==> config.mk <==
export PLATFORM = sky130hd
export DESIGN_NAME = fetch_unit_flat
export DESIGN_NICKNAME = d
export VERILOG_FILES = /design/src/rtl/fetch_unit_if.sv /design/src/rtl/fetch_unit.sv /design/src/flat_wrapper.sv
export SDC_FILE = /design/constraint.sdc
export NUM_CORES = 1
export LEC_CHECK = 0
export ABC_AREA = 1
export CAP_MARGIN = 20
export CORE_ASPECT_RATIO = 0.9
export CORE_MARGIN = 5
export CORE_UTILIZATION = 40
export DETAILED_ROUTE_END_ITERATION = 10
export PLACE_DENSITY_LB_ADDON = 0.15
export SETUP_SLACK_MARGIN = 0.4
export SYNTH_ARGS = -nofsm -noshare
export SYNTH_HDL_FRONTEND = slang
export SYNTH_SLANG_ARGS = --single-unit
==> constraint.sdc <==
create_clock -name clk_i -period 1.39 [get_ports clk_i]
set_clock_uncertainty 0.1 [all_clocks]
set_input_delay 0.278 -clock clk_i [delete_from_list [all_inputs] [get_ports clk_i]]
set_output_delay 0.278 -clock clk_i [all_outputs]
set_load 0.01 [all_outputs]
==> src/rtl/fetch_unit_if.sv <==
// Instruction-memory and decoder-facing bus of the fetch unit.
// master = fetch unit side, slave = memory/decoder side.
interface fetch_unit_if #(
  parameter int unsigned ADDR_W  = 8,
  parameter int unsigned INSTR_W = 16
);
  localparam int unsigned PAYLOAD_W = INSTR_W - 5;

  logic                 imem_req;
  logic [ADDR_W-1:0]    imem_addr;
  logic                 imem_ack;
  logic [INSTR_W-1:0]   imem_rdata;
  logic [4:0]           opcode;
  logic [PAYLOAD_W-1:0] payload;
  logic                 instr_valid;
  logic                 instr_ready;
  logic                 branch_en;
  logic [ADDR_W-1:0]    branch_target;

  modport master (
    output imem_req, imem_addr, opcode, payload, instr_valid,
    input  imem_ack, imem_rdata, instr_ready, branch_en, branch_target
  );

  modport slave (
    input  imem_req, imem_addr, opcode, payload, instr_valid,
    output imem_ack, imem_rdata, instr_ready, branch_en, branch_target
  );
endinterface

==> src/rtl/fetch_unit.sv <==
// Instruction fetch sequencer: fetches from imem at pc, issues opcode/payload to the
// decoder, advances or branches on handshake, halts on HALT_OP or memory timeout.
module fetch_unit #(
  parameter int unsigned ADDR_W  = 8,
  parameter int unsigned INSTR_W = 16,
  parameter int unsigned TIMEOUT = 16,
  parameter logic [4:0]  HALT_OP = 5'b11111
) (
  input  logic              clk_i,
  input  logic              rst_ni,
  input  logic              start_i,
  fetch_unit_if.master      bus,
  output logic [ADDR_W-1:0] pc_o,
  output logic              halted_o,
  output logic              fetch_err_o
);
  localparam int unsigned PAYLOAD_W = INSTR_W - 5;
  localparam int unsigned CNT_W     = $clog2(TIMEOUT + 1);

  localparam logic [1:0] ST_IDLE  = 2'd0;
  localparam logic [1:0] ST_FETCH = 2'd1;
  localparam logic [1:0] ST_ISSUE = 2'd2;
  localparam logic [1:0] ST_HALT  = 2'd3;

  logic [1:0]           state_q,     state_d;
  logic [ADDR_W-1:0]    pc_q,        pc_d;
  logic                 imem_req_q,  imem_req_d;
  logic                 valid_q,     valid_d;
  logic [4:0]           opcode_q,    opcode_d;
  logic [PAYLOAD_W-1:0] payload_q,   payload_d;
  logic                 halted_q,    halted_d;
  logic                 fetch_err_q, fetch_err_d;
  logic [CNT_W-1:0]     tmo_q,       tmo_d;

  // State and registered outputs
  always_ff @(posedge clk_i) begin
    if (!rst_ni) begin
      state_q     <= ST_IDLE;
      pc_q        <= '0;
      imem_req_q  <= 1'b0;
      valid_q     <= 1'b0;
      opcode_q    <= '0;
      payload_q   <= '0;
      halted_q    <= 1'b0;
      fetch_err_q <= 1'b0;
      tmo_q       <= '0;
    end else begin
      state_q     <= state_d;
      pc_q        <= pc_d;
      imem_req_q  <= imem_req_d;
      valid_q     <= valid_d;
      opcode_q    <= opcode_d;
      payload_q   <= payload_d;
      halted_q    <= halted_d;
      fetch_err_q <= fetch_err_d;
      tmo_q       <= tmo_d;
    end
  end

  // Next-state and next-output logic
  always_comb begin
    state_d     = state_q;
    pc_d        = pc_q;
    imem_req_d  = imem_req_q;
    valid_d     = valid_q;
    opcode_d    = opcode_q;
    payload_d   = payload_q;
    halted_d    = halted_q;
    fetch_err_d = fetch_err_q;
    tmo_d       = tmo_q;

    case (state_q)
      ST_IDLE: begin
        if (start_i) begin
          state_d    = ST_FETCH;
          imem_req_d = 1'b1;
          tmo_d      = '0;
        end
      end

      ST_FETCH: begin
        // Ack wins over timeout when both land on the last allowed cycle
        if (bus.imem_ack) begin
          state_d    = ST_ISSUE;
          imem_req_d = 1'b0;
          valid_d    = 1'b1;
          opcode_d   = bus.imem_rdata[INSTR_W-1 -: 5];
          payload_d  = bus.imem_rdata[PAYLOAD_W-1:0];
        end else if (tmo_q == CNT_W'(TIMEOUT - 1)) begin
          state_d     = ST_HALT;
          imem_req_d  = 1'b0;
          fetch_err_d = 1'b1;
          halted_d    = 1'b1;
        end else begin
          tmo_d = tmo_q + CNT_W'(1);
        end
      end

      ST_ISSUE: begin
        if (valid_q && bus.instr_ready) begin
          valid_d = 1'b0;
          if (opcode_q == HALT_OP) begin
            state_d  = ST_HALT;
            halted_d = 1'b1;
          end else begin
            state_d    = ST_FETCH;
            imem_req_d = 1'b1;
            tmo_d      = '0;
            pc_d       = bus.branch_en ? bus.branch_target : pc_q + ADDR_W'(1);
          end
        end
      end

      ST_HALT: begin
        if (start_i) begin
          state_d     = ST_FETCH;
          pc_d        = '0;
          halted_d    = 1'b0;
          fetch_err_d = 1'b0;
          imem_req_d  = 1'b1;
          tmo_d       = '0;
        end
      end

      default: state_d = ST_IDLE;
    endcase
  end

  assign bus.imem_req    = imem_req_q;
  assign bus.imem_addr   = pc_q;
  assign bus.opcode      = opcode_q;
  assign bus.payload     = payload_q;
  assign bus.instr_valid = valid_q;
  assign pc_o            = pc_q;
  assign halted_o        = halted_q;
  assign fetch_err_o     = fetch_err_q;
endmodule

==> src/flat_wrapper.sv <==
// flat-port wrapper written by rule: the top's interface ports become plain ports
module fetch_unit_flat 
#(
  parameter int unsigned ADDR_W  = 8,
  parameter int unsigned INSTR_W = 16,
  parameter int unsigned TIMEOUT = 16,
  parameter logic [4:0]  HALT_OP = 5'b11111
)
  (clk_i, rst_ni, start_i, pc_o, halted_o, fetch_err_o, bus_imem_req, bus_imem_addr, bus_opcode, bus_payload, bus_instr_valid, bus_imem_ack, bus_imem_rdata, bus_instr_ready, bus_branch_en, bus_branch_target);
  fetch_unit_if #(.ADDR_W(ADDR_W), .INSTR_W(INSTR_W)) bus_i ();
  input  logic clk_i;
  input  logic rst_ni;
  input  logic start_i;
  output logic [ADDR_W-1:0] pc_o;
  output logic halted_o;
  output logic fetch_err_o;
  output wire logic [$bits(bus_i.imem_req)-1:0] bus_imem_req;
  output wire logic [$bits(bus_i.imem_addr)-1:0] bus_imem_addr;
  output wire logic [$bits(bus_i.opcode)-1:0] bus_opcode;
  output wire logic [$bits(bus_i.payload)-1:0] bus_payload;
  output wire logic [$bits(bus_i.instr_valid)-1:0] bus_instr_valid;
  input wire logic [$bits(bus_i.imem_ack)-1:0] bus_imem_ack;
  input wire logic [$bits(bus_i.imem_rdata)-1:0] bus_imem_rdata;
  input wire logic [$bits(bus_i.instr_ready)-1:0] bus_instr_ready;
  input wire logic [$bits(bus_i.branch_en)-1:0] bus_branch_en;
  input wire logic [$bits(bus_i.branch_target)-1:0] bus_branch_target;
  assign bus_imem_req = bus_i.imem_req;
  assign bus_imem_addr = bus_i.imem_addr;
  assign bus_opcode = bus_i.opcode;
  assign bus_payload = bus_i.payload;
  assign bus_instr_valid = bus_i.instr_valid;
  assign bus_i.imem_ack = bus_imem_ack;
  assign bus_i.imem_rdata = bus_imem_rdata;
  assign bus_i.instr_ready = bus_instr_ready;
  assign bus_i.branch_en = bus_branch_en;
  assign bus_i.branch_target = bus_branch_target;
  fetch_unit #(.ADDR_W(ADDR_W), .INSTR_W(INSTR_W), .TIMEOUT(TIMEOUT), .HALT_OP(HALT_OP)) u_core (.clk_i(clk_i), .rst_ni(rst_ni), .start_i(start_i), .bus(bus_i), .pc_o(pc_o), .halted_o(halted_o), .fetch_err_o(fetch_err_o));
endmodule
# Yosys cells after proc, flatten, opt, wreduce, memory -nomap -nowiden
# Index checks and enable logic that the tools add are counted.
# W data, S select, Z words.
# word_totals
regBits,35
output_inout_bits,36
word_cells,74
# classes
addsub,2
n_eq_ne,15
muxes,33
n_reduce_logical,15
# op_table
operator,count
$mux W8,4
$mux W5,5
$pmux W8 S2,1
$pmux W5 S3,1
$mux W1,12
$reduce_and A4 Y1,3
$mux W2,5
$ne A2 B2 Y1 const B,5
$add A8 B1 Y8 const B,1
$ne A2 B1 Y1 const B,4
$pmux W1 S3,2
$pmux W2 S3,1
$reduce_and A3 Y1,2
$reduce_and A6 Y1,1
$reduce_bool A2 Y1,3
$add A5 B1 Y5 const B,1
$eq A5 B4 Y1 const B,1
$eq A5 B5 Y1 const B,1
$reduce_and A5 Y1,1
$eq A2 B2 Y1 const B,2
$pmux W1 S2,2
$ne A3 B2 Y1 const B,1
$reduce_bool A3 Y1,1
$eq A2 B1 Y1 const B,1
other kinds (4),4

# Depth between registers and ports, before layout
# logic_depth
depth_word,5
ltp_mapped,10

# Worst setup path before layout
# Ideal clock, no wire load.
# synth_path
kind,register to register
startpoint,register u_core.state_q[1]
endpoint,register u_core.opcode_q[0] (netlist: u_core.bus.opcode[0])
arrival_ns,1.321
path_slack_ns,-0.147
stages_incl_launch_ff,10
n_path_buf,3
path_cell_list,dfxtp_1 > inv_1 > ha_1 > buf_2 > nand2_1 > buf_2 > inv_2 > buf_2 > nor2_1 > nor2_1
# synth_via
elab_chain_len,2
# synth_rtl
item,line,text
"start, declared",fetch_unit.sv:25,"logic [1:0] state_q, state_d;"
"start signal, assigned",fetch_unit.sv:48,state_q <= state_d;
$eq A2 B1 Y1,fetch_unit.sv:72,case (state_q)
$reduce_and A2 Y1 (no line),-,
"end signal, assigned",fetch_unit.sv:52,opcode_q <= opcode_d;
"end, declared",fetch_unit.sv:29,"logic [4:0] opcode_q, opcode_d;"
# Every way passes these cells.
# A chain may end at the register's enable or synchronous reset.

# Final worst setup path
# layout_path
startpoint,register u_core.state_q[0]
endpoint,register u_core.tmo_q[0]
# layout_via
elab_chain_len,4
elab_cells_between_ends,12
# layout_rtl
item,line,text
$eq A2 B2 Y1 or $logic_not A2 Y1 (tied branches),fetch_unit.sv:72,
$reduce_or A2 Y1 (no line),-,
$ne A2 B1 Y1 (no line),-,
$reduce_and A5 Y1 (no line),-,
"end signal, assigned",fetch_unit.sv:56,tmo_q <= tmo_d;
"end, declared",fetch_unit.sv:33,"logic [CNT_W-1:0] tmo_q, tmo_d;"
# Several ways; a longest one is shown, not always the timed one.

==> metrics.cfg <==
[run_status]
run_status = complete, but fails checks
violations = negative setup slack

[critical_path]
critPathMaxFanout = 6
end_kind = flip-flop
worstPathArrival_ns = 1.81
criticalPathCategory = flip-flop to flip-flop
cp_slowest_cell = dfxtp_2
path_delay_family = simple AND/OR/NAND/NOR gates
worstPathCellList = inv_2 > ha_4 > nand2_2 > inv_2 > nor2_1 > nand2_1 > nor2_4 > nand2_2 > nand2_2 > a21oi_2
r2r-start = u_core.state_q[0]$_SDFFE_PN0P_
crit_start = u_core.state_q[0]$_SDFFE_PN0P_
start_kind = flip-flop
path_common_cell = nand2_2
required_ns = 1.49
crit_buf_inv = 2
max_stage_delay_ns = 0.37

[timing]
drv_slew = 0
setup_viol = 34
post-route-period-util_pct = 123
worst_pin_slew_ns = 0.289
tns_ns = -5.06
slew_headroom_pct = 80.5
rsz0062_at_grt = yes
hold_viol_final = 0
fmax_mhz = 584
fin_ws_ns = -0.323
min_period_ns = 1.71

[die]
die_area_um2 = 5980
start_util_pct = 40.9
die_h_um = 73.8
ios = 66
core_um2 = 4430
die_w_um = 80.9
num_rows = 23

[clock_network]
clk_path_buf_depth = 2
cts_hold_buf = 0
htree_levels = 2
cts.sink_count = 35
ctsRootBufferMaster = clkbuf_8
numCtsBuffers = 5
clock_latency_ns = 0.30
cts.clk_slew.worst_paths_ns = 0.09
cts_tree = yes

[drt]
drt_iter0_markers = 89
drc = 0
avgViaCountPerCell = 4.98
drt_wl_total_mm = 7.12
routedWlPerCell_um = 16.2
detail-route-antenna-nets = 0
vias = 2194
first_pass_iters = 4

[worst_hold_path]
hp-start = u_core.tmo_q[4]$_SDFFE_PN0P_
hold_path_class = flip-flop to flip-flop

[placement]
place.gp.congestion = 0.905
post_dp_cell_area_um2 = 2790
io_buffers = 65
placed_cells_incl_taps = 407
dp_hpwl_mm = 3.76

[power_and_ir_drop]
ir_drop_mv = 1.21
power.density_nw_per_um2 = 1710
p_leak_nw = 1.58

[layout]
fin_cells = 441
post-route-cell-area_um2 = 3660
fin_nets = 415
drive_above_1_share_pct = 60.4
layout_common_cells = buf_6, nand2_1, buf_4
areaGrowthSynthToFinish_pct = 102
final_common_cell = buf_6
n_antenna_cell = 0

[grt]
grt_overflow = 0
grtUsageMet1_pct = 25.5
grt-busiest-layer = met2
grt_start_max_net_pins = 17
met2_usage_pct = 32.9
antenna_found_initial = 0
grt_util_all_layers_pct = 19.8
grt_pass1_vias = 2018
grt_pass1_wl_mm = 9.13
grt_util_met3_pct = 3.68

[logic_synthesis]
synth_fp_nets = 300
yosysSeqAreaShare_pct = 38.7
yosysWarningCount = 0
synth.area.top_cells = dfxtp_1, nand2_1, nor2_1
synth_edf_count = 0
synth_flop_cell = dfxtp_1
synth-seq-cells = 35
ys_async_sr_fraction_pct = 0
syn_inst = 263
synth_top_area_cell = dfxtp_1
avgSynthCellArea_um2 = 6.89
synth.cell_area_um2 = 1810
synth_top_area_share_pct = 38.7
synth.distinct_cells = 28

[flow_run]
maxCapViolCount = 0

## registers in the layout, indices dropped and copies added, names as in the netlist
signal,cells
u_core.tmo_q,5
u_core.bus.imem_addr,8
u_core.bus.opcode,5
u_core.halted_o,1
u_core.bus.imem_req,1
u_core.bus.payload,11
u_core.state_q,2
u_core.fetch_err_o,1
u_core.bus.instr_valid,1
## final cells by class
class / instances / area (µm²)
clock buffer: 5 / 68.8
clock inverter: 3 / 43.8
fill: 265 / 773
inverter: 21 / 96.3
multi-input combinational: 191 / 1340
sequential: 35 / 766
tap: 62 / 77.6
timing repair buffer: 123 / 1250
timing repair inverter: 1 / 20.0
## worst reg2reg max path, stage by stage, from the launching register on
cell     delay, ns
dfxtp_2       0.37
inv_2         0.08
ha_4          0.19
nand2_2       0.10
inv_2         0.07
nor2_1        0.13
nand2_1       0.12
nor2_4        0.20
nand2_2       0.11
nand2_2       0.11
a21oi_2       0.04
## cells by family (layout without fill, tap and decap cells)
family | Yosys count | after routing | share of synthesized area, %
XOR/XNOR | 4 | 4 | 1.93
AO/OA/AOI/OAI | 48 | 48 | 14.7
AND/OR/NAND/NOR | 132 | 132 | 30.2
buffers and inverters | 37 | 153 | 9.60
adder cells (fa/ha/maj) | 7 | 7 | 4.83
flip-flops | 35 | 35 | 38.7
## through the flow
stage          utilization (%)  total power, W  setup WS (ns)  hold slack (ns)
2_1_floorplan                -         0.00278        -0.0722            0.324
3_3_place_gp              63.0         0.00374         -0.341            0.354
3_5_place_dp              63.0         0.00377         -0.362            0.360
4_1_cts                   73.6         0.00537         -0.177            0.373
5_1_grt                   82.6         0.00657         -0.398            0.398
6_report                  82.6         0.00625         -0.323            0.375
## layer usage
layer,up-vias,part of all wire [%]
li1,1060,-
met1,1015,38
met2,86,53
met3,33,5.3
met4,0,4.0
met5,-,0
## repair_timing
action                                  CTS  global route
resized for setup                       253            90
gates cloned                              2             0
endpoints found under the setup margin   71            71
buffers inserted                         12            12
pin swaps                                22            31
endpoints found under the hold margin     0             0
## cells in the mapped netlist (all sizes together) (2+ instances only)
| library cell | n |
|---|---|
| nor2 | 51 |
| a21oi | 21 |
| ha | 7 |
| clkbuf | 3 |
| o21bai | 2 |
| inv | 21 |
| buf | 13 |
| xor2 | 2 |
| nand3 | 11 |
| dfxtp | 35 |
| o21ai | 22 |
| xnor2 | 2 |
| nand2 | 67 |
## where the power goes
part	internal, W	switching (W)	total (W)
Combinational	0.00192	0.00181	0.00373
Clock	0.000534	0.000413	0.000947
Sequential	0.00132	0.000256	0.00157
Total	0.00377	0.00248	0.00625
## path summary, 6_finish.rpt
| kind | endpoint | slack, ns | cells after the start |
|---|---|---|---|
| worst min-delay path | u_core.tmo_q[4]$_SDFFE_PN0P_ | 0.38 | 2 |
| worst max-delay path | u_core.tmo_q[0]$_SDFFE_PN0P_ | -0.32 | 10 |
| worst max register to register | u_core.tmo_q[0]$_SDFFE_PN0P_ | -0.32 | 10 |
| worst min register to register | u_core.tmo_q[4]$_SDFFE_PN0P_ | 0.38 | 2 |
(Power assumes the default switching activity.)
==> RTL edit, RTL diff (config.mk and constraints unchanged) <==
Register the output `fetch_err_o` once more; this adds one clock of latency there. The other outputs are not delayed to match.
--- a/src/rtl/fetch_unit.sv
+++ b/src/rtl/fetch_unit.sv
@@ -133,6 +133,8 @@
   assign bus.instr_valid = valid_q;
   assign pc_o            = pc_q;
   assign halted_o        = halted_q;
-  assign fetch_err_o     = fetch_err_q;
+  always_ff @(posedge clk_i) begin
+    fetch_err_o <= fetch_err_q;
+  end
 endmodule
 
Function: no difference found for any inputs over 10 cycles, from zero or initial values and one cycle with rst_ni low; that may be too few to reach the edited logic, so the function may still have changed.
==> RTL edit against the unedited design <==
  * The run still ends with setup timing left
  * Highest routed layer unchanged
  * Final cell count shrank 0.45%
  * Sequential share of layout area increased by 0.62 points
  * Worst setup slack improved by 81 ps
  * Routed wire length decreased by 11%
  * Global-route usage rose by 0.34 points
  * Critical path depth decreased by 1
  * Non-clock buffer count increased by 4
  * Design area shrank 2.1%
  * Total power shrank 3.4%
  * Synthesized cell count decreased by 3.0%
  * Fmax grew 4.9%
  * Sequential cell count grew 1
  * Area after synthesis rose by 0.55%
==> RTL edit: results (changes against the unedited design) <==
clk slew on worst S/H paths=80 ps; first-pass GRT wire length=9225 µm (+1.1%); Clock Latency Late Sink=300 ps (about the same); Mean Syn Cell Area=7.144 µm² (+3.7%); Mapped Nets=292 (-2.7%); number of global-route vias before repair=1998 (-0.99%); Final Worst Setup Slack=-241.9 ps (+80.64 ps); share of cells above drive strength 1=55.17% (-5.2 points); DRT Wirelength=6336 µm (-11%); Detailed Place HPWL=3671 µm (-2.4%); top post-synthesis cells by area=dfxtp_1, nor2_1, nand2_1; H-tree levels=2 (unchanged); Finished Layout Cells=439 (-0.45%); port buffer count=65 (unchanged); Crit Path Max Fanout=5 (-1); initial antenna violation count=0 (unchanged); overall routing resource usage=20.17% (+0.34 points); DR vias/cell=4.809 (-3.3%); Yosys cell types=27 (-3.6%); Leakage=1.539 nW (-2.8%); CP Data Arrival Time=1720 ps (-90 ps); 1st-pass router iterations=4 (unchanged); failing checks=setup timing; Num CTS Buffers=5 (unchanged); Net Sw Frac=37.38% (-2.3 points); initial detailed-routing violation count=84 (-5.6%); CTS max path bufs=2 (unchanged); Synthesis Warnings=0 (unchanged); ANT nets after route=0 (unchanged); Rel. slew slack=70.53% (-10 points); Final nets=413 (-0.48%); slowest cell on the critical path=dfxtp_2; Top FF cell, synth=dfxtp_1; Async SR Flop Fraction=0% (unchanged); GPL Wtd Cong=0.8284 (-8.4%); status=complete, but fails checks; endpoints failing setup=31 (-8.8%); register area share after synthesis=39.56% (+0.89 points); VDD IR-drop max=0.001336 V (+10%); largest net degree at the start of global routing=17 (unchanged); largest stage delay on the critical path=340 ps (-30 ps); hold crit path type=reg2reg; root buffer cell=clkbuf_8; delay-heaviest family, CP=simple AND/OR/NAND/NOR gates; ANT cells=0 (unchanged); max FFs per register=11 (unchanged); area post-placement=2800 µm² (+0.27%); Commonest cells post-synth=nor2_1, nand2_1, dfxtp_1; Post-Place Cells=404 (-0.74%)
==> RTL edit: changes by cell type after synthesis, sizes merged, moves of 3 or more <==
| cell | change |
|---|---|
| o21ai | +6 |
| nand4 | +4 |
| nand2 | -22 |
| nand3 | +5 |
| inv | +3 |
| buf | -4 |
==> RTL edit: final timing paths <==
check / start / endpoint / slack (ps) / cells past startpoint
min: u_core.fetch_err_q / u_core.fetch_err_o / 270 / 0
max: u_core.tmo_q[1] / u_core.tmo_q[1] / -240 / 9
max reg2reg: u_core.tmo_q[1] / u_core.tmo_q[1] / -240 / 9
min reg2reg: u_core.fetch_err_q / u_core.fetch_err_o / 270 / 0
==> RTL edit: cell type report <==
| class | count | area [µm²] |
|---|---|---|
| Inverter | 24 | 100.1 |
| Tap cell | 62 | 77.57 |
| Clock buffer | 5 | 68.82 |
| Clock inverter | 3 | 42.54 |
| Multi-Input combinational cell | 182 | 1232 |
| Sequential cell | 36 | 772.0 |
| Timing Repair Buffer | 127 | 1289 |
| Fill cell | 308 | 849.6 |
==> RTL edit: stage by stage <==
step	util, %	worst slack [ps]	setup TNS [ps]
6_report	80.83	-241.9	-4663
5_1_grt	80.83	-307.4	-6710
4_1_cts	74.53	-177.0	-3064
3_5_place_dp	63.18	-374.7	-8726
3_3_place_gp	63.18	-322.8	-7942
2_1_floorplan	-	-140.8	-1037
==> RTL edit: kinds of logic (layout without fill, tap and decap cells) <==
group                    count (synthesis)  count (layout)  synth area share, %
buffers and inverters                   38             159                9.547
flip-flops                              36              36                39.56
adder cells (fa/ha/maj)                  7               7                4.807
AND/OR/NAND/NOR                        120             121                29.88
AO/OA/AOI/OAI                           54              54                16.21
==> RTL edit: timing repair <==
item | in CTS | in global routing
pin swaps | 15 | 21
gates resized for setup | 268 | 42
endpoints found under the setup margin | 71 | 71
gates cloned | 2 | 1
hold buffers | 0 | 0
setup buffers | 9 | 15
==> RTL edit: worst register-to-register path: cells and delay by family (launching register included) <==
family | cells | cell delay, ps
compound gates | 2 | 280
simple gates | 5 | 460
fa+ha+maj | 2 | 330
flops | 1 | 340
==> RTL edit: power by group through the flow <==
| stage | Combinational (mW) | Clock [mW] | Sequential, mW |
|---|---|---|---|
| final | 3.45 | 0.947 | 1.64 |
| after CTS | 2.87 | 0.949 | 1.61 |
| after floorplan | 1.14 | 0 | 1.65 |
| after detailed placement | 2.31 | 0 | 1.53 |
| after global routing | 3.72 | 1.01 | 1.68 |
| after global placement | 2.26 | 0 | 1.53 |
==> RTL edit: metal layers <==
metal	vias up	share of wire, %	global-route usage (%)
met5	-	0	0
met4	0	1.2	6.942
met3	6	4.8	3.995
met2	54	52	36.74
met1	982	42	23.63
li1	1069	-	-
